$ cat config.mk
export PLATFORM = sky130hd
export DESIGN_NAME = ex_muldiv_sched_flat
export DESIGN_NICKNAME = d
export VERILOG_FILES = /design/src/rtl/ex_muldiv_pkg.sv /design/src/rtl/ex_muldiv_sched_if.sv /design/src/rtl/ex_muldiv_sched_rr_arbiter2.sv /design/src/rtl/ex_muldiv_sched.sv /design/src/flat_wrapper.sv
export SDC_FILE = /design/constraint.sdc
export NUM_CORES = 1
export LEC_CHECK = 0
export ABC_AREA = 1
export BUFFER_PORTS_ARGS = -buffer_cell sky130_fd_sc_hd__buf_2
export CORE_ASPECT_RATIO = 1.5
export CORE_MARGIN = 2
export CORE_UTILIZATION = 30
export CTS_BUF_LIST = sky130_fd_sc_hd__clkbuf_4 sky130_fd_sc_hd__clkbuf_8
export DETAILED_ROUTE_END_ITERATION = 10
export GPL_ROUTABILITY_DRIVEN = 0
export GPL_TIMING_DRIVEN = 0
export PLACE_DENSITY_LB_ADDON = 0.1
export SLEW_MARGIN = 30
export SYNTH_ARGS = -nofsm -noshare
export SYNTH_HDL_FRONTEND = slang
export SYNTH_SLANG_ARGS = --single-unit
$ cat constraint.sdc
create_clock -name clk -period 4.74 [get_ports clk]
set_input_delay 0.948 -clock clk [delete_from_list [all_inputs] [get_ports clk]]
set_output_delay 0.948 -clock clk [all_outputs]
set_load 0.01 [all_outputs]
$ cat src/rtl/ex_muldiv_pkg.sv
// Shared definitions for the EX-stage iterative multiply/divide unit:
// RISC-V M funct3 codes, scheduler state encoding and default width.
package ex_muldiv_pkg;

    localparam int XLEN_DEFAULT = 32;

    localparam logic [2:0] F3_MUL    = 3'b000;
    localparam logic [2:0] F3_MULH   = 3'b001;
    localparam logic [2:0] F3_MULHSU = 3'b010;
    localparam logic [2:0] F3_MULHU  = 3'b011;
    localparam logic [2:0] F3_DIV    = 3'b100;
    localparam logic [2:0] F3_DIVU   = 3'b101;
    localparam logic [2:0] F3_REM    = 3'b110;
    localparam logic [2:0] F3_REMU   = 3'b111;

    typedef enum logic [1:0] {
        IDLE = 2'd0,
        BUSY = 2'd1,
        DONE = 2'd2
    } state_t;

    function automatic logic is_div(input logic [2:0] f3);
        return f3[2];
    endfunction

endpackage

$ cat src/rtl/ex_muldiv_sched_if.sv
// Two-lane M-op request bus plus the single tagged response returned to EX/MEM.
interface ex_muldiv_sched_if
    import ex_muldiv_pkg::*;
#(
    parameter int XLEN = XLEN_DEFAULT
);

    logic            req_valid_0;
    logic [2:0]      req_funct3_0;
    logic [XLEN-1:0] req_a_0;
    logic [XLEN-1:0] req_b_0;
    logic [4:0]      req_rd_0;
    logic            req_ready_0;

    logic            req_valid_1;
    logic [2:0]      req_funct3_1;
    logic [XLEN-1:0] req_a_1;
    logic [XLEN-1:0] req_b_1;
    logic [4:0]      req_rd_1;
    logic            req_ready_1;

    logic            resp_valid;
    logic [XLEN-1:0] resp_data;
    logic [4:0]      resp_rd;
    logic            resp_lane;

    modport master (
        output req_valid_0, req_funct3_0, req_a_0, req_b_0, req_rd_0,
        output req_valid_1, req_funct3_1, req_a_1, req_b_1, req_rd_1,
        input  req_ready_0, req_ready_1,
        input  resp_valid, resp_data, resp_rd, resp_lane
    );

    modport slave (
        input  req_valid_0, req_funct3_0, req_a_0, req_b_0, req_rd_0,
        input  req_valid_1, req_funct3_1, req_a_1, req_b_1, req_rd_1,
        output req_ready_0, req_ready_1,
        output resp_valid, resp_data, resp_rd, resp_lane
    );

endinterface

$ cat src/rtl/ex_muldiv_sched_rr_arbiter2.sv
// Two-way round-robin arbiter; the pointer only advances when both lanes contend.
module rr_arbiter2 (
    input  logic       clk,
    input  logic       reset_n,
    input  logic       en,
    input  logic [1:0] req,
    output logic [1:0] gnt
);

    logic ptr;

    always_comb begin
        gnt = 2'b00;
        if (en) begin
            case (req)
                2'b01:   gnt = 2'b01;
                2'b10:   gnt = 2'b10;
                2'b11:   gnt = ptr ? 2'b10 : 2'b01;
                default: gnt = 2'b00;
            endcase
        end
    end

    // A lone requester does not disturb the fairness pointer.
    always_ff @(posedge clk or negedge reset_n) begin
        if (!reset_n) begin
            ptr <= 1'b0;
        end else if (en && (req == 2'b11)) begin
            ptr <= ~ptr;
        end
    end

endmodule

$ cat src/rtl/ex_muldiv_sched.sv
// Shared radix-2 shift-add multiplier / restoring divider serving both issue lanes,
// returning one lane/rd-tagged result per operation.
module ex_muldiv_sched
    import ex_muldiv_pkg::*;
#(
    parameter int XLEN = XLEN_DEFAULT,
    parameter int ITER = XLEN
) (
    input  logic                clk,
    input  logic                reset_n,
    input  logic                flush_i,
    output logic                busy_o,
    ex_muldiv_sched_if.slave    bus
);

    localparam int CNT_W = $clog2(ITER + 1);
    localparam logic [XLEN-1:0] INT_MIN = {1'b1, {(XLEN-1){1'b0}}};

    state_t             state;
    logic [CNT_W-1:0]   count;

    logic [2:0]         op_f3;
    logic [2*XLEN-1:0]  acc;
    logic [XLEN-1:0]    opb;
    logic               neg;

    logic               en;
    logic [1:0]         gnt;
    logic               accept;
    logic               sel;
    logic [2:0]         sel_f3;
    logic [XLEN-1:0]    sel_a;
    logic [XLEN-1:0]    sel_b;
    logic [4:0]         sel_rd;

    logic               a_sgn;
    logic               b_sgn;
    logic               a_neg;
    logic               b_neg;
    logic [XLEN-1:0]    a_mag;
    logic [XLEN-1:0]    b_mag;
    logic               neg_init;
    logic               fast;
    logic [XLEN-1:0]    fast_data;

    logic [XLEN:0]      mul_sum;
    logic [XLEN:0]      div_shift;
    logic [XLEN:0]      div_diff;
    logic               div_ge;
    logic [2*XLEN-1:0]  step_next;

    // Sign fix-up of the magnitude result: product for multiplies,
    // quotient for DIV/DIVU, remainder for REM/REMU.
    function automatic logic [XLEN-1:0] form_result(input logic [2:0] f3,
                                                    input logic [2*XLEN-1:0] a,
                                                    input logic n);
        logic [2*XLEN-1:0] prod;
        logic [XLEN-1:0]   quo;
        logic [XLEN-1:0]   rem;
        prod = n ? -a : a;
        quo  = n ? -a[XLEN-1:0] : a[XLEN-1:0];
        rem  = n ? -a[2*XLEN-1:XLEN] : a[2*XLEN-1:XLEN];
        if (!is_div(f3)) begin
            return (f3 == F3_MUL) ? prod[XLEN-1:0] : prod[2*XLEN-1:XLEN];
        end
        return f3[1] ? rem : quo;
    endfunction

    assign en = (state == IDLE) && !flush_i && reset_n;

    rr_arbiter2 u_arb (
        .clk     (clk),
        .reset_n (reset_n),
        .en      (en),
        .req     ({bus.req_valid_1, bus.req_valid_0}),
        .gnt     (gnt)
    );

    assign bus.req_ready_0 = gnt[0];
    assign bus.req_ready_1 = gnt[1];
    assign accept          = |gnt;
    assign sel             = gnt[1];

    assign sel_f3 = sel ? bus.req_funct3_1 : bus.req_funct3_0;
    assign sel_a  = sel ? bus.req_a_1      : bus.req_a_0;
    assign sel_b  = sel ? bus.req_b_1      : bus.req_b_0;
    assign sel_rd = sel ? bus.req_rd_1     : bus.req_rd_0;

    always_comb begin
        a_sgn = 1'b0;
        b_sgn = 1'b0;
        case (sel_f3)
            F3_MUL, F3_MULH, F3_DIV, F3_REM: begin
                a_sgn = 1'b1;
                b_sgn = 1'b1;
            end
            F3_MULHSU: a_sgn = 1'b1;
            default: begin
                a_sgn = 1'b0;
                b_sgn = 1'b0;
            end
        endcase
    end

    assign a_neg    = a_sgn & sel_a[XLEN-1];
    assign b_neg    = b_sgn & sel_b[XLEN-1];
    assign a_mag    = a_neg ? -sel_a : sel_a;
    assign b_mag    = b_neg ? -sel_b : sel_b;
    assign neg_init = (sel_f3 == F3_REM) ? a_neg : (a_neg ^ b_neg);

    // Divide-by-zero and INT_MIN/-1 resolve without iterating.
    always_comb begin
        fast      = 1'b0;
        fast_data = '0;
        if (is_div(sel_f3)) begin
            if (sel_b == '0) begin
                fast      = 1'b1;
                fast_data = sel_f3[1] ? sel_a : '1;
            end else if (!sel_f3[0] && (sel_a == INT_MIN) && (sel_b == '1)) begin
                fast      = 1'b1;
                fast_data = sel_f3[1] ? '0 : INT_MIN;
            end
        end
    end

    // Multiply: acc = {partial product, remaining multiplier}, opb = multiplicand.
    // Divide:   acc = {partial remainder, dividend/quotient}, opb = divisor.
    assign mul_sum   = {1'b0, acc[2*XLEN-1:XLEN]} + (acc[0] ? {1'b0, opb} : '0);
    assign div_shift = acc[2*XLEN-1:XLEN-1];
    assign div_diff  = div_shift - {1'b0, opb};
    assign div_ge    = !div_diff[XLEN];

    always_comb begin
        if (is_div(op_f3)) begin
            step_next = {(div_ge ? div_diff[XLEN-1:0] : div_shift[XLEN-1:0]),
                         acc[XLEN-2:0], div_ge};
        end else begin
            step_next = {mul_sum, acc[XLEN-1:1]};
        end
    end

    always_ff @(posedge clk) begin
        if (accept) begin
            op_f3 <= sel_f3;
            acc   <= {{XLEN{1'b0}}, (is_div(sel_f3) ? a_mag : b_mag)};
            opb   <= is_div(sel_f3) ? b_mag : a_mag;
            neg   <= neg_init;
        end else if (state == BUSY) begin
            acc   <= step_next;
        end
    end

    always_ff @(posedge clk or negedge reset_n) begin
        if (!reset_n) begin
            state          <= IDLE;
            count          <= '0;
            bus.resp_data  <= '0;
            bus.resp_rd    <= '0;
            bus.resp_lane  <= 1'b0;
        end else begin
            case (state)
                IDLE: begin
                    if (accept) begin
                        bus.resp_rd   <= sel_rd;
                        bus.resp_lane <= sel;
                        count         <= '0;
                        if (fast) begin
                            bus.resp_data <= fast_data;
                            state         <= DONE;
                        end else begin
                            state         <= BUSY;
                        end
                    end
                end
                BUSY: begin
                    if (flush_i) begin
                        state <= IDLE;
                        count <= '0;
                    end else if (count == CNT_W'(ITER - 1)) begin
                        bus.resp_data <= form_result(op_f3, step_next, neg);
                        count         <= '0;
                        state         <= DONE;
                    end else begin
                        count <= count + CNT_W'(1);
                    end
                end
                DONE: begin
                    state <= IDLE;
                    count <= '0;
                end
                default: begin
                    state <= IDLE;
                    count <= '0;
                end
            endcase
        end
    end

    assign bus.resp_valid = (state == DONE) && !flush_i;
    assign busy_o         = (state != IDLE);

endmodule

$ cat src/flat_wrapper.sv
// flat-port wrapper written by rule: the top's interface ports become plain ports
module ex_muldiv_sched_flat import ex_muldiv_pkg::*;
#(
    parameter int XLEN = XLEN_DEFAULT,
    parameter int ITER = XLEN
)
  (clk, reset_n, flush_i, busy_o, bus_req_valid_0, bus_req_funct3_0, bus_req_a_0, bus_req_b_0, bus_req_rd_0, bus_req_valid_1, bus_req_funct3_1, bus_req_a_1, bus_req_b_1, bus_req_rd_1, bus_req_ready_0, bus_req_ready_1, bus_resp_valid, bus_resp_data, bus_resp_rd, bus_resp_lane);
  ex_muldiv_sched_if #(.XLEN(XLEN)) bus_i ();
  input  logic clk;
  input  logic reset_n;
  input  logic flush_i;
  output logic busy_o;
  input wire logic [$bits(bus_i.req_valid_0)-1:0] bus_req_valid_0;
  input wire logic [$bits(bus_i.req_funct3_0)-1:0] bus_req_funct3_0;
  input wire logic [$bits(bus_i.req_a_0)-1:0] bus_req_a_0;
  input wire logic [$bits(bus_i.req_b_0)-1:0] bus_req_b_0;
  input wire logic [$bits(bus_i.req_rd_0)-1:0] bus_req_rd_0;
  input wire logic [$bits(bus_i.req_valid_1)-1:0] bus_req_valid_1;
  input wire logic [$bits(bus_i.req_funct3_1)-1:0] bus_req_funct3_1;
  input wire logic [$bits(bus_i.req_a_1)-1:0] bus_req_a_1;
  input wire logic [$bits(bus_i.req_b_1)-1:0] bus_req_b_1;
  input wire logic [$bits(bus_i.req_rd_1)-1:0] bus_req_rd_1;
  output wire logic [$bits(bus_i.req_ready_0)-1:0] bus_req_ready_0;
  output wire logic [$bits(bus_i.req_ready_1)-1:0] bus_req_ready_1;
  output wire logic [$bits(bus_i.resp_valid)-1:0] bus_resp_valid;
  output wire logic [$bits(bus_i.resp_data)-1:0] bus_resp_data;
  output wire logic [$bits(bus_i.resp_rd)-1:0] bus_resp_rd;
  output wire logic [$bits(bus_i.resp_lane)-1:0] bus_resp_lane;
  assign bus_i.req_valid_0 = bus_req_valid_0;
  assign bus_i.req_funct3_0 = bus_req_funct3_0;
  assign bus_i.req_a_0 = bus_req_a_0;
  assign bus_i.req_b_0 = bus_req_b_0;
  assign bus_i.req_rd_0 = bus_req_rd_0;
  assign bus_i.req_valid_1 = bus_req_valid_1;
  assign bus_i.req_funct3_1 = bus_req_funct3_1;
  assign bus_i.req_a_1 = bus_req_a_1;
  assign bus_i.req_b_1 = bus_req_b_1;
  assign bus_i.req_rd_1 = bus_req_rd_1;
  assign bus_req_ready_0 = bus_i.req_ready_0;
  assign bus_req_ready_1 = bus_i.req_ready_1;
  assign bus_resp_valid = bus_i.resp_valid;
  assign bus_resp_data = bus_i.resp_data;
  assign bus_resp_rd = bus_i.resp_rd;
  assign bus_resp_lane = bus_i.resp_lane;
  ex_muldiv_sched #(.XLEN(XLEN), .ITER(ITER)) u_core (.clk(clk), .reset_n(reset_n), .flush_i(flush_i), .busy_o(busy_o), .bus(bus_i));
endmodule
==> impl.org, run 1 <==
** Power
- Leakage power total :: 11.2 nW
- Power after layout :: 11.8 mW
- The worst-case IR drop observed on VDD is 213 uV.
- Dividing total power by cell area gives a power density of 536 nW/um^2.

** Timing
- Worst slew pin tran :: 1.16 ns
- On the final layout, the worst clock skew is 0.0302 ns.
- Setup violations remaining at the end of the flow were counted as 0.
- The final critical path takes up 99.5% of the cycle.
- After layout, the minimum clock period comes to approximately 4.7 ns.
- The final max-slew violation count came to 0.
- Setup repair after global routing could not meet its margin everywhere.
- Max frequency :: 0.212 GHz
- Worst-case headroom to the max-slew limit :: 20.4%
- Final hold violation count :: 0

** Critical path
- Worst flop-to-flop path endpoint :: u_core.bus.resp_data[21]
- The worst register-to-register path has a depth of 21.
- STA classifies the critical path endpoint as a flip-flop.
- Startpoint of the worst register-to-register path :: u_core.acc[0]
- Endpoint required time on the critical path :: 5.14 ns
- Worst R2R Setup Slack :: about 0.15 ns
- Startpoint class of the critical path :: primary input
- Critical path data arrival time :: 5.12 ns
- The worst setup path is of the in2reg kind.
- Worst Path Max Fanout :: 48

** Floorplan
- In this run the core area contains 113 standard-cell rows.
- Horiz. Die Dim :: 209 um
- Core outline area :: between 60000 and 70000 sq um
- Initial Util :: 30.1%
- For this design the top-level I/O count stands at 191.
- The die is 312 um tall.
- The die covers 65400 sq um.

** Yosys
- Xor and xnor area share after synthesis :: 5.21%
- Synth cell types :: 58
- The synthesized design contains 147 register bits.
- In the synthesized netlist the dominant register cell turns out to be edfxtp_1.
- Avg Cell Area, Syn :: 5.89 sq um
- Number of enable flip-flop cells after synthesis :: 68
- The cell count after synthesis came out at 3227.
- Net count after synthesis :: ~3400
- Simple-gate area share of the yosys netlist :: 38.8%
- After synthesis the cells add up to 19000 sq um.
- After synthesis, the share of cell area in mux cells is 1.39%.
- Adder and majority gate portion of the synthesized area :: slightly below 5%
- Dominant combinational cell family by area after synthesis :: simple AND/OR/NAND/NOR gates
- Async set-or-reset flop fraction in the synthesized netlist :: 32.0%
- The synthesized netlist devotes between 15 and 20% of its cell area to compound gates.
- Synthesis warning total :: 0
- Sequential elements use between 20% and 30% of the synthesized area.

** Cells and area
- Most frequent cells in the layout :: nand2_1 (909), inv_1 (439), nor2_1 (281)
- Final-stage net count :: between 3000 and 4000
- Summing all non-filler instances in the final layout gives an area of 22000 sq um.
- The post-route netlist has 15.9% of its cells at a drive strength greater than 1.
- Relative to the synthesized area, the layout overhead comes to 15.6%.
- Leaving out fill and tap cells, the most frequent cell in the layout is nand2_1.
- Measured on the finished design, the core utilization comes to 34.8%.

** Clock tree
- TritonCTS built the clock tree.
- TritonCTS Buffers :: 17
- Clock insertion delay at the later pin of the skew report :: 0.53 ns
- No sink is reached through more buffers than the 2 on the longest clock path.
- Worst-path clk slew :: 0.12 ns
- The tree is rooted in a clkbuf_8.
- Counting every sink on the clock net gives 147.
- In this run the number of H-tree levels came out at 4.
- After clock tree synthesis, the flow added hold-fix buffers numbering 0.

** Route
- For this run, design rule violations remaining after detail routing come to 0.
- The detail route stage leaves a number of antenna-violating nets equal to 0.
- After detailed routing, the number of vias per cell comes to 5.27.
- Before antenna repair, the detailed router went through 6 iterations.
- Total vias in the final route :: roughly 23000
- Dividing the detail-routed wire length by the instance count gives 23.9 um.
- For this block, the routed nets add up to ~100000 um of wire.
- In this run, the number of DRC markers left after iteration 0 of detailed routing was approximately 1500.

** Placed design
- Area after DPL :: 21000 sq um
- During placement, the flow inserted port buffers numbering 190.
- The wire-length estimate of the detail-placed layout is 87100 um.

** Global route
- The total overflow left after global routing is 0.
- The number of global-route vias before repair came to around 23000.
- Entering global routing, the biggest net connects 49 pins.
- Antenna violations before repair :: 1
- First-pass GRT wire length :: 146000 um
- Aggregate global-route resource usage :: 30.9%

** Outcome
- Outcome :: complete, no violations

** Min path
- The path class of the tightest hold or removal check is in2async.

** Run
- Max cap viols :: 0
per-stage QoR:
stage | hold WS (ns) | worst slack [ns] | TNS, ns | std cells
finish | 0.247 | 0.0215 | 0 | 4278
global route | 0.249 | -0.0599 | -0.238 | 4278
CTS | 0.257 | 0.00365 | 0 | 4268
detailed placement | 0.467 | -1.44 | -83.97 | 4223
global placement | 0.466 | -1.83 | -237.20 | 4222
floorplan | 0.464 | 0.728 | 0 | 3227
timing repair:
item                                   CTS  global route
gates resized for setup                 43            68
endpoints found under the hold margin    0             0
buffers inserted                        13            10
pin swaps                                9            18
setup endpoints to repair               87            66
power by group:
| group | internal, mW | leakage (nW) | switching, mW |
|---|---|---|---|
| sequential | 1.81 | 1.49 | 0.448 |
| combinational | 2.42 | 9.51 | 6.05 |
| clock | 0.396 | 0.199 | 0.646 |
flip-flops by register name, indices dropped and copies added, names as in the netlist, 2 cells and up:
| register | cells |
|---|---|
| u_core.acc | 64 |
| u_core.bus.resp_data | 32 |
| u_core.bus.resp_rd | 5 |
| u_core.count | 6 |
| u_core.op_f3 | 3 |
| u_core.opb | 32 |
| u_core.state | 2 |
cell usage after synthesis (4+ instances only):
cell | count | share of area (%)
xor2_1 | 96 | 4.4
o21ai_1 | 41 | 1.1
nand2_2 | 35 | 1.2
and2_1 | 4 | 0.13
o21ai_0 | 226 | 6.0
nand3_1 | 235 | 6.2
nor3_2 | 4 | 0.21
dfrtp_1 | 47 | 6.2
a21oi_1 | 211 | 5.6
nand3b_1 | 14 | 0.55
nand2_4 | 8 | 0.47
inv_1 | 444 | 8.8
o22ai_1 | 31 | 1.0
o21bai_1 | 10 | 0.40
nand2_1 | 920 | 18
a21o_1 | 4 | 0.16
o21ai_2 | 12 | 0.55
edfxtp_1 | 68 | 11
nor2_1 | 285 | 5.6
or2_1 | 8 | 0.26
nor4_1 | 11 | 0.36
nor2_4 | 5 | 0.30
or2_2 | 45 | 1.5
o21a_1 | 5 | 0.20
mux2i_1 | 25 | 1.3
buf_1 | 7 | 0.14
clkbuf_1 | 65 | 1.3
o211ai_1 | 17 | 0.67
nor2_2 | 19 | 0.63
buf_6 | 7 | 0.41
buf_2 | 30 | 0.79
nand4_1 | 41 | 1.4
buf_4 | 4 | 0.16
nor3_1 | 38 | 1.0
nand3_2 | 8 | 0.42
o31ai_1 | 5 | 0.20
a31oi_1 | 11 | 0.36
a21oi_2 | 4 | 0.18
xnor2_1 | 17 | 0.78
ha_1 | 70 | 4.6
dfxtp_1 | 32 | 3.4
inv_2 | 34 | 0.67
area by class of cell:
type | instances | area (sq um)
clock inverter | 15 | 154
tap | 805 | 1010
inverter | 479 | 1800
buffer | 116 | 621
fill | 7288 | 41100
multi-input combinational | 2484 | 13100
timing repair buffer | 214 | 1190
antenna | 1 | 2.50
clock buffer | 17 | 234
sequential | 147 | 3860
critical path, stage by stage:
cell and delay [ns]:
buf_16 0.21, nand2_2 0.10, nor3_4 0.22, nand2_4 0.17
buf_6 0.19, o21ai_1 0.68, nand2_1 0.26, nor3_4 0.30
nand2_1 0.10, inv_1 0.12, nand3_1 0.17, nor4_4 0.24
nand4_1 0.15, o21ai_2 0.15, nand3_1 0.20, nand2_1 0.12
nand2_2 0.11, clkbuf_2 0.24, a21oi_1 0.25, a21oi_1 0.10
worst max-delay path by stage:
stage | start | end | slack, ns | cells after the start
3_3_place_gp | reset_n | u_core.bus.resp_data[29] | -1.83 | 19
2_1_floorplan | u_core.acc[31] | u_core.bus.resp_data[12] | 0.73 | 32
4_1_cts | u_core.acc[0] | u_core.bus.resp_data[12] | 0.004 | 24
5_1_grt | u_core.acc[31] | u_core.bus.resp_data[12] | -0.06 | 32
6_report | reset_n | u_core.bus.resp_data[3] | 0.02 | 20
3_5_place_dp | reset_n | u_core.bus.resp_data[28] | -1.44 | 22
layer usage:
metal | vias up | part of all wire, % | GRT usage [%]
li1 | 10896 | - | -
met1 | 10417 | 34 | 29.8
met2 | 894 | 51 | 57.6
met3 | 355 | 4.0 | 3.09
met4 | 0 | 11 | 28.6
met5 | - | 0 | 0
cells by family after synthesis:
logic type,after synthesis
and+or+nand+nor,1687
buffers and inverters,596
AOI/OAI and AO/OA,586
DFF,147
xor gates and xnor gates,113
adders and majority gates,72
muxes,26
No activity file was read; power rests on OpenSTA's default activity.
==> run 2: changes to the inputs <==
--- a/config.mk
+++ b/config.mk
@@ -18,4 +18,5 @@
 export SLEW_MARGIN = 30
 export SYNTH_ARGS = -nofsm -noshare
 export SYNTH_HDL_FRONTEND = slang
+export SYNTH_HIERARCHICAL = 1
 export SYNTH_SLANG_ARGS = --single-unit
==> run 2 against run 1 <==
Critical path depth grew 12. Clock skew is 0.0064 ns lower. Count of clock-buffer cells in the layout grew 3. Cell area rose by 3.4%. Largest cell class unchanged. Critical endpoint is now u_core/bus.resp_data[14]. Clock power up 5%. Non-clock buffer count rose by 39. First-iteration DRC count up 0.82%. Global-route usage grew 0.18 points. Via count grew 0.58%. Sequential cell count is the same. Synthesized cell count about the same. Die area fell by 0.20%.
==> impl.org, run 2 <==
** Critical path
- The highest net fanout along the worst path came to 10 (was 48).
- Critical path data arrival time :: 5.07 ns (was 5.12 ns)
- Startpoint class of the critical path :: flip-flop (was primary input)
- Startpoint of the worst register-to-register path :: u_core/opb[0] (was u_core.acc[0])
- Kind of critical path :: reg2reg (was in2reg)
- The sort of element at the end of the critical path is a flip-flop (unchanged).
- Worst Setup SP :: u_core/opb[0] (was reset_n)
- Worst path bufs/invs :: 4 (unchanged)
- Endpoint required time on the critical path :: 5.20 ns (was 5.14 ns)
- The standard cell with the maximum stage delay on the critical path was edfxtp_1 (was o21ai_1).
- Delay of the slowest cell on the worst path :: 0.45 ns (was 0.68 ns)
- Dominant delay contributor by cell family on the critical path :: simple AND/OR/NAND/NOR gates (unchanged)

** Global route
- The sum of overflow across all layers after global routing is 0 (unchanged).
- The total track usage is 31.1% (was 30.9%).
- Antenna violations before repair :: 2 (was 1)
- The number of global-route vias before repair was 22738 (was 22578).
- The pin count of the biggest net entering global routing is 46 (was 49).
- The global-route wire length before repair was 147000 um (was 146000 um).

** Clock tree
- Hold_buf cts :: 0 (unchanged)
- The number of buffers between clock root and the deepest sink was 2 (unchanged).
- Clock root buffer master :: clkbuf_8 (unchanged)
- Clock tree from TritonCTS :: yes (unchanged)
- TritonCTS Buffers :: 17 (unchanged)
- The clock transition at the registers of the reported paths is 0.09 ns (was 0.12 ns).
- Clock insertion delay at the later pin of the skew report :: 0.53 ns (about the same)
- TritonCTS Sinks :: 147 (unchanged)
- The number of H-tree branching levels came to 4 (unchanged).

** Yosys
- The post-synthesis net count was 3446 (was 3448).
- Number of enable flip-flop cells after synthesis :: 68 (unchanged)
- Cell count after synthesis :: 3225 (was 3227)
- The proportion of synthesized chip area in sequential cells is 20.4% (was 20.3%).
- Predominant post-synthesis flop cell :: edfxtp_1 (unchanged)
- Top post-synthesis cells by area :: nand2_1 (19%), edfxtp_1 (11%), inv_1 (8.1%) (was nand2_1 (18%), edfxtp_1 (11%), inv_1 (8.8%))
- The number of distinct library cell variants in the gate-level netlist after synthesis came to 61 (was 58).
- The area share of the largest cell type after synthesis was 18.7% (was 18.2%).
- The number of synthesized register bits was 147 (unchanged).
- Summed instance area of the synthesized netlist :: 19000 sq um (about the same)
- The average cell area after synthesis was 5.88 sq um (was 5.89 sq um).
- The most repeated cell in the gate-level netlist after synthesis is nand2_1 (unchanged).
- Commonest cells in the synthesized netlist: nand2_1 (944), inv_1 (407), nor2_1 (297) (was nand2_1 (920), inv_1 (444), nor2_1 (285)).
- Synthesis warning total :: 6 (was 0)
- The largest area contributor in the synthesized netlist was nand2_1 (unchanged).
- Async set-or-reset flop fraction in the synthesized netlist :: 32.0% (unchanged)

** Timing
- The ratio of final minimum period to clock period is 97.3% (was 99.5%).
- The minimum setup slack in the final design was 0.130 ns (was 0.0215 ns).
- The final setup violation count was 0 (unchanged).
- The setup skew after layout is 0.0238 ns (was 0.0302 ns).
- The final max-slew violation count is 0 (unchanged).
- The sum of negative setup slack is 0 ns (unchanged).
- The minimum clock period after layout is 4.61 ns (was 4.72 ns).
- Final hold violation count :: 0 (unchanged)
- Unrepaired setup endpoints after global routing: yes (unchanged).
- The measured slew at the worst slew-check pin was 1.06 ns (was 1.16 ns).
- The maximum clock frequency came to 0.217 GHz (was 0.212 GHz).
- Worst-case headroom to the max-slew limit :: 28.9% (was 20.4%)

** Floorplan
- Core outline area :: 62400 sq um (was 63100 sq um)
- The number of top-level design ports came to 191 (unchanged).
- The area enclosed by the die boundary was 65300 sq um (was 65400 sq um).
- Horiz. Die Dim :: 209 um (about the same)
- The row count came to 112 (was 113).
- Vert. Die Dim :: 312 um (about the same)
- The initial core utilization is 30.4% (was 30.1%).

** Route
- The count of routing violations after the opening detailed-route iteration was 1476 (was 1464).
- The length of the first detailed-routing pass in iterations came to 6 (unchanged).
- Final wirelength :: 103000 um (was 102000 um)
- The via count is 22693 (was 22562).
- Antenna Violating Nets Remaining :: 0 (unchanged)
- Detailed-route DRC error count :: 0 (unchanged)
- The average wire per standard cell is 23.8 um (was 23.9 um).
- Vias/cell :: 5.27 (about the same)

** Cells and area
- Most frequent cells in the layout :: nand2_1 (920), inv_1 (401), nor2_1 (292) (was nand2_1 (909), inv_1 (439), nor2_1 (281))
- The final instance area was 22700 sq um (was 22000 sq um).
- The fraction of layout instances using a drive strength above 1 was 18.9% (was 15.9%).
- Largest registers in the final layout :: u_core/acc (64), u_core/bus.resp_data (32), u_core/opb (32) (was u_core.acc (64), u_core.bus.resp_data (32), u_core.opb (32))
- The number of flip-flops under the largest register name is 64 (unchanged).
- The final cell count without fillers came to 4309 (was 4278).
- Final-stage net count :: 3718 (was 3680)
- Most common library cell in the layout ignoring fill and taps :: nand2_1 (unchanged)
- The layout-stage area growth over the synthesis result was 19.8% (was 15.6%).
- The register containing the most flip-flops in the final layout was u_core/acc (was u_core.acc).

** Placed design
- The number of buffer cells added on primary ports was 190 (unchanged).
- The post-place instance area is 20900 sq um (was 21000 sq um).
- The instance count after placement with tap cells included is 4214 (was 4223).
- Worst slack, placed :: -2.35 ns (was -1.44 ns)
- HPWL after detailed placement :: 86300 um (was 87100 um)

** Min path
- Worst hold path class :: in2async (unchanged)

** Power
- PD cells :: 633 nW/um^2 (was 536 nW/um^2)
- The maximum vdd drop came to 296 uV (was 213 uV).
- Leakage power total :: 11.1 nW (was 11.2 nW)

** Outcome
- Outcome :: complete, no violations (unchanged)

** Run
- The number of maximum-capacitance constraint violations was 0 (unchanged).
run 2: worst reg2reg max path: cells and delay by family (launching register included):
family / cells / cell delay (ns)
flip-flops: 1 / 0.45
adder cells (fa/ha/maj): 3 / 0.71
AND/OR/NAND/NOR: 23 / 2.67
AO/OA/AOI/OAI: 2 / 0.25
buffers and inverters: 4 / 0.49
run 2: layer usage:
metal / global-route usage [%] / up-vias / routed length (um)
li1: - / 10986 / -
met1: 30.7 / 10446 / 35700
met2: 56.9 / 909 / 51700
met3: 3.35 / 350 / 4390
met4: 28.2 / 2 / 10800
met5: 0 / - / 17
run 2: through the flow:
step / util [%] / power (mW) / hold WS, ns
global route: 36.4 / 15.3 / 0.177
global placement: 33.5 / 12.5 / 0.470
detailed placement: 33.6 / 12.5 / 0.478
finish: 36.4 / 14.4 / 0.207
floorplan: - / 8.54 / 0.467
CTS: 35.6 / 13.9 / 0.182
run 2: cells by family (layout without fill, tap and decap cells):
kind of cell	after synthesis	in the layout	share of synthesized area [%]
AOI/OAI and AO/OA	577	577	16.7
xor gates and xnor gates	109	109	5.04
adders and majority gates	72	72	4.83
buffers and inverters	554	839	11.7
DFF	147	147	20.4
muxes	11	11	0.581
other	0	1	0
and+or+nand+nor	1755	1755	40.8
run 2: area by class of cell:
type | count | area [sq um]
Multi-Input combinational cell | 2524 | 13600
Fill cell | 7177 | 39600
Timing Repair Buffer | 254 | 1550
Clock buffer | 20 | 263
Clock inverter | 12 | 148
Sequential cell | 147 | 3870
Buffer | 115 | 658
Tap cell | 798 | 998
Antenna cell | 1 | 2.50
Inverter | 438 | 1650
run 2: repair_timing:
action	4_1_cts	5_1_grt
gates resized for setup	117	89
pin swaps	19	26
setup endpoints to repair	131	71
gates cloned	4	0
setup buffers	37	22
run 2: final timing paths:
check / depth (start not counted) / slack [ns] / end
worst max-delay path: 32 / 0.13 / u_core/bus.resp_data[14]
worst min-delay path: 1 / 0.21 / u_core/bus.resp_data[19]
worst max register to register: 32 / 0.13 / u_core/bus.resp_data[14]
worst min register to register: 2 / 0.50 / u_core/bus.resp_lane
max in group asynchronous: 1 / 4.22 / u_core/count[3]
min in group clk: 2 / 0.50 / u_core/bus.resp_lane
run 2: report_power, final:
part	internal, mW	switching [mW]	leakage [nW]
logic	3.16	7.65	9.42
registers	1.95	0.524	1.47
clock network	0.505	0.581	0.212
total	5.62	8.76	11.1
==> run 3: changes to the inputs <==
--- a/config.mk
+++ b/config.mk
@@ -11,10 +11,12 @@
 export CORE_MARGIN = 2
 export CORE_UTILIZATION = 30
 export CTS_BUF_LIST = sky130_fd_sc_hd__clkbuf_4 sky130_fd_sc_hd__clkbuf_8
+export CTS_CLUSTER_SIZE = 12
 export DETAILED_ROUTE_END_ITERATION = 10
 export GPL_ROUTABILITY_DRIVEN = 0
 export GPL_TIMING_DRIVEN = 0
 export PLACE_DENSITY_LB_ADDON = 0.1
+export RECOVER_POWER = 100
 export SLEW_MARGIN = 30
 export SYNTH_ARGS = -nofsm -noshare
 export SYNTH_HDL_FRONTEND = slang
==> run 3 against run 2 <==
Sequential power hardly changed. Via count is 0.13% lower. Sequential share of layout area is 0.12 points higher. Clock power hardly changed. Critical path type unchanged. Fmax hardly changed. Critical path depth stayed put. Largest power group unchanged. Highest routed layer unchanged. Clock skew is 0.0027 ns lower. Count of clock-buffer cells in the layout stayed put.
==> impl.org, run 3 (same netlist as run 2, synthesis figures left out) <==
** Global route
- Grt ovf :: 0 (unchanged)
- The total track usage was 31.1% (unchanged).
- First-pass GRT wire length :: 147000 um (unchanged)
- Antenna violations before repair :: 2 (unchanged)
- Maximum number of pins on one net before global-route repair :: 46 (unchanged)
- Number of global-route vias before repair :: 22738 (unchanged)

** Floorplan
- The area of the core is 62400 sq um (unchanged).
- Vert. Die Dim :: 312 um (unchanged)
- Horiz. Die Dim :: 209 um (unchanged)
- Placement Rows :: 112 (unchanged)
- Floorplan die area :: 65300 sq um (unchanged)
- IO Count :: 191 (unchanged)
- The initial core utilization came to 30.4% (unchanged).

** Route
- Vias/cell :: 5.26 (was 5.27)
- Number of iterations in the first detailed-routing pass :: 6 (unchanged)
- The average wire per standard cell was 23.7 um (was 23.8 um).
- Topmost layer with routed signal wires :: met5 (unchanged)
- The detailed-route wire length came to 102000 um (was 103000 um).
- Antenna Violating Nets Remaining :: 0 (unchanged)
- Detailed-route DRC error count :: 0 (unchanged)
- The routed metal-1 wire length came to 35600 um (was 35700 um).
- The via count was 22663 (was 22693).
- The detailed route wirelength on metal3 was 4330 um (was 4390 um).
- The wire length on met2 came to 51700 um (about the same).
- First DRT Iteration DRCs :: 1432 (was 1476)

** Timing
- The maximum clock frequency is 0.217 GHz (about the same).
- Share of the cycle needed by the critical path after routing :: 97.3% (about the same)
- Unrepaired setup endpoints after global routing :: yes (unchanged)
- The minimum clock period after layout was 4.61 ns (about the same).
- The minimum setup slack in the final design is 0.127 ns (was 0.130 ns).
- The measured slew at the worst slew-check pin was 1.43 ns (was 1.06 ns).
- Worst-case clock skew :: 0.0211 ns (was 0.0238 ns)
- Final setup viols :: 0 (unchanged)
- The minimum hold slack was 0.211 ns (was 0.207 ns).
- Final hold violation count :: 0 (unchanged)
- The final max-slew violation count was 0 (unchanged).
- The relative slew slack came to 4.71% (was 28.9%).

** Critical path
- Endpoint required time on the critical path :: 5.19 ns (was 5.20 ns)
- Critical path data arrival time :: 5.07 ns (about the same)
- Worst flop-to-flop path endpoint :: u_core/bus.resp_data[14] (unchanged)
- The number of buffer and inverter instances along the worst setup path came to 4 (unchanged).
- The gate family responsible for the most delay along the worst path is simple AND/OR/NAND/NOR gates (unchanged).
- The highest net fanout along the worst path is 10 (unchanged).
- Path depth of the worst reg2reg path :: 32 (unchanged)
- The reg-to-reg startpoint was u_core/opb[0] (unchanged).
- The launching element of the worst setup path is u_core/opb[0] (unchanged).
- Worst R2R Setup Slack :: 0.13 ns (about the same)
- The maximum cell stage delay along the critical path is 0.45 ns (about the same).
- Capturing element type of the critical path :: flip-flop (unchanged)
- Kind of critical path :: reg2reg (unchanged)
- The standard cell with the maximum stage delay on the critical path is edfxtp_1 (unchanged).
- Startpoint class of the critical path :: flip-flop (unchanged)

** Power
- The power density relative to cell area is 633 nW/um^2 (about the same).
- Leakage power total :: 10.9 nW (was 11.1 nW)
- Peak ir drop on the vdd network :: 255 uV (was 296 uV)

** Cells and area
- The number of flip-flops under the largest register name was 64 (unchanged).
- Most frequent cells in the layout: nand2_1 (920), inv_1 (405), nor2_1 (292) (was nand2_1 (920), inv_1 (401), nor2_1 (292)).
- The register containing the most flip-flops in the final layout is u_core/acc (unchanged).
- The fraction of layout instances using a drive strength above 1 is 17.4% (was 18.9%).
- Largest registers in the final layout :: u_core/acc (64), u_core/bus.resp_data (32), u_core/opb (32) (unchanged)
- The most common cell after layout, fill and taps aside is nand2_1 (unchanged).
- The number of nets in the layout was 3718 (unchanged).
- The layout-stage area growth over the synthesis result was 19.0% (was 19.8%).

** Min path
- The worst min-delay path category is in2async (unchanged).

** Clock tree
- The number of buffers between clock root and the deepest sink was 2 (unchanged).
- The number of H-tree branching levels came to 4 (unchanged).
- TritonCTS Buffers :: 17 (unchanged)
- Clock tree from TritonCTS :: yes (unchanged)
- Worst-path clk slew :: 0.09 ns (about the same)
- Clock root buffer master :: clkbuf_8 (unchanged)
- TritonCTS Sinks :: 147 (unchanged)
- The clock latency at the later pin of the worst-skew pair is 0.52 ns (was 0.53 ns).
- Hold_buf cts :: 0 (unchanged)

** Placed design
- The pre-CTS setup slack is -2.35 ns (unchanged).
- Count of input and output buffers :: 190 (unchanged)
- The HPWL after detailed placement is 86300 um (unchanged).

** Run
- Max cap viols :: 0 (unchanged)

** Outcome
- Outcome: complete, no violations (unchanged).
run 3: what timing repair did:
item	in CTS	in global routing
endpoints found under the setup margin	131	71
pin swaps	19	26
gates cloned	4	0
setup buffers	37	22
gates resized for setup	117	89
run 3: metal layers:
| metal | up-vias | global-route usage, % |
|---|---|---|
| li1 | 10983 | - |
| met1 | 10449 | 30.7 |
| met2 | 885 | 56.9 |
| met3 | 344 | 3.35 |
| met4 | 2 | 28.2 |
| met5 | - | 0 |
run 3: how the worst max path moves through the flow:
stage	end	slack, ns	cells after the start
final	u_core/bus.resp_data[14]	0.13	32
after global routing	u_core/bus.resp_data[30]	-0.06	34
after CTS	u_core/bus.resp_data[26]	-0.03	32
after detailed placement	u_core/bus.resp_data[29]	-2.35	29
after global placement	u_core/bus.resp_data[23]	-2.73	29
after floorplan	u_core/bus.resp_data[24]	0.20	28
run 3: worst register-to-register path: cells and delay by family, from the launching register on:
family	cells	cell delay, ns
DFF	1	0.45
buffers and inverters	4	0.49
adders and majority gates	3	0.71
and+or+nand+nor	23	2.67
AOI/OAI and AO/OA	2	0.26
run 3: power by group:
part	total [mW]	internal [mW]	leakage (nW)	switching (mW)
combinational	10.7	3.08	9.25	7.64
clock	1.08	0.505	0.212	0.574
sequential	2.49	1.96	1.47	0.529
total	14.3	5.54	10.9	8.74
run 3: stage by stage:
step	power, mW	setup TNS (ns)	util (%)	cells	cell area, sq um
floorplan	8.54	0	-	3225	19000
finish	14.3	0	36.2	4309	22600
global route	15.3	-0.197	36.2	4309	22600
global placement	12.5	-398.61	33.5	4213	20900
CTS	13.9	-0.0355	35.6	4286	22200
detailed placement	12.5	-206.69	33.6	4214	20900
run 3: cell type report:
type	count	area, sq um
Clock inverter	12	148
Tap cell	798	998
Inverter	438	1650
Multi-Input combinational cell	2524	13600
Buffer	115	648
Antenna cell	1	2.50
Fill cell	7206	39800
Timing Repair Buffer	254	1410
Sequential cell	147	3870
Clock buffer	20	263
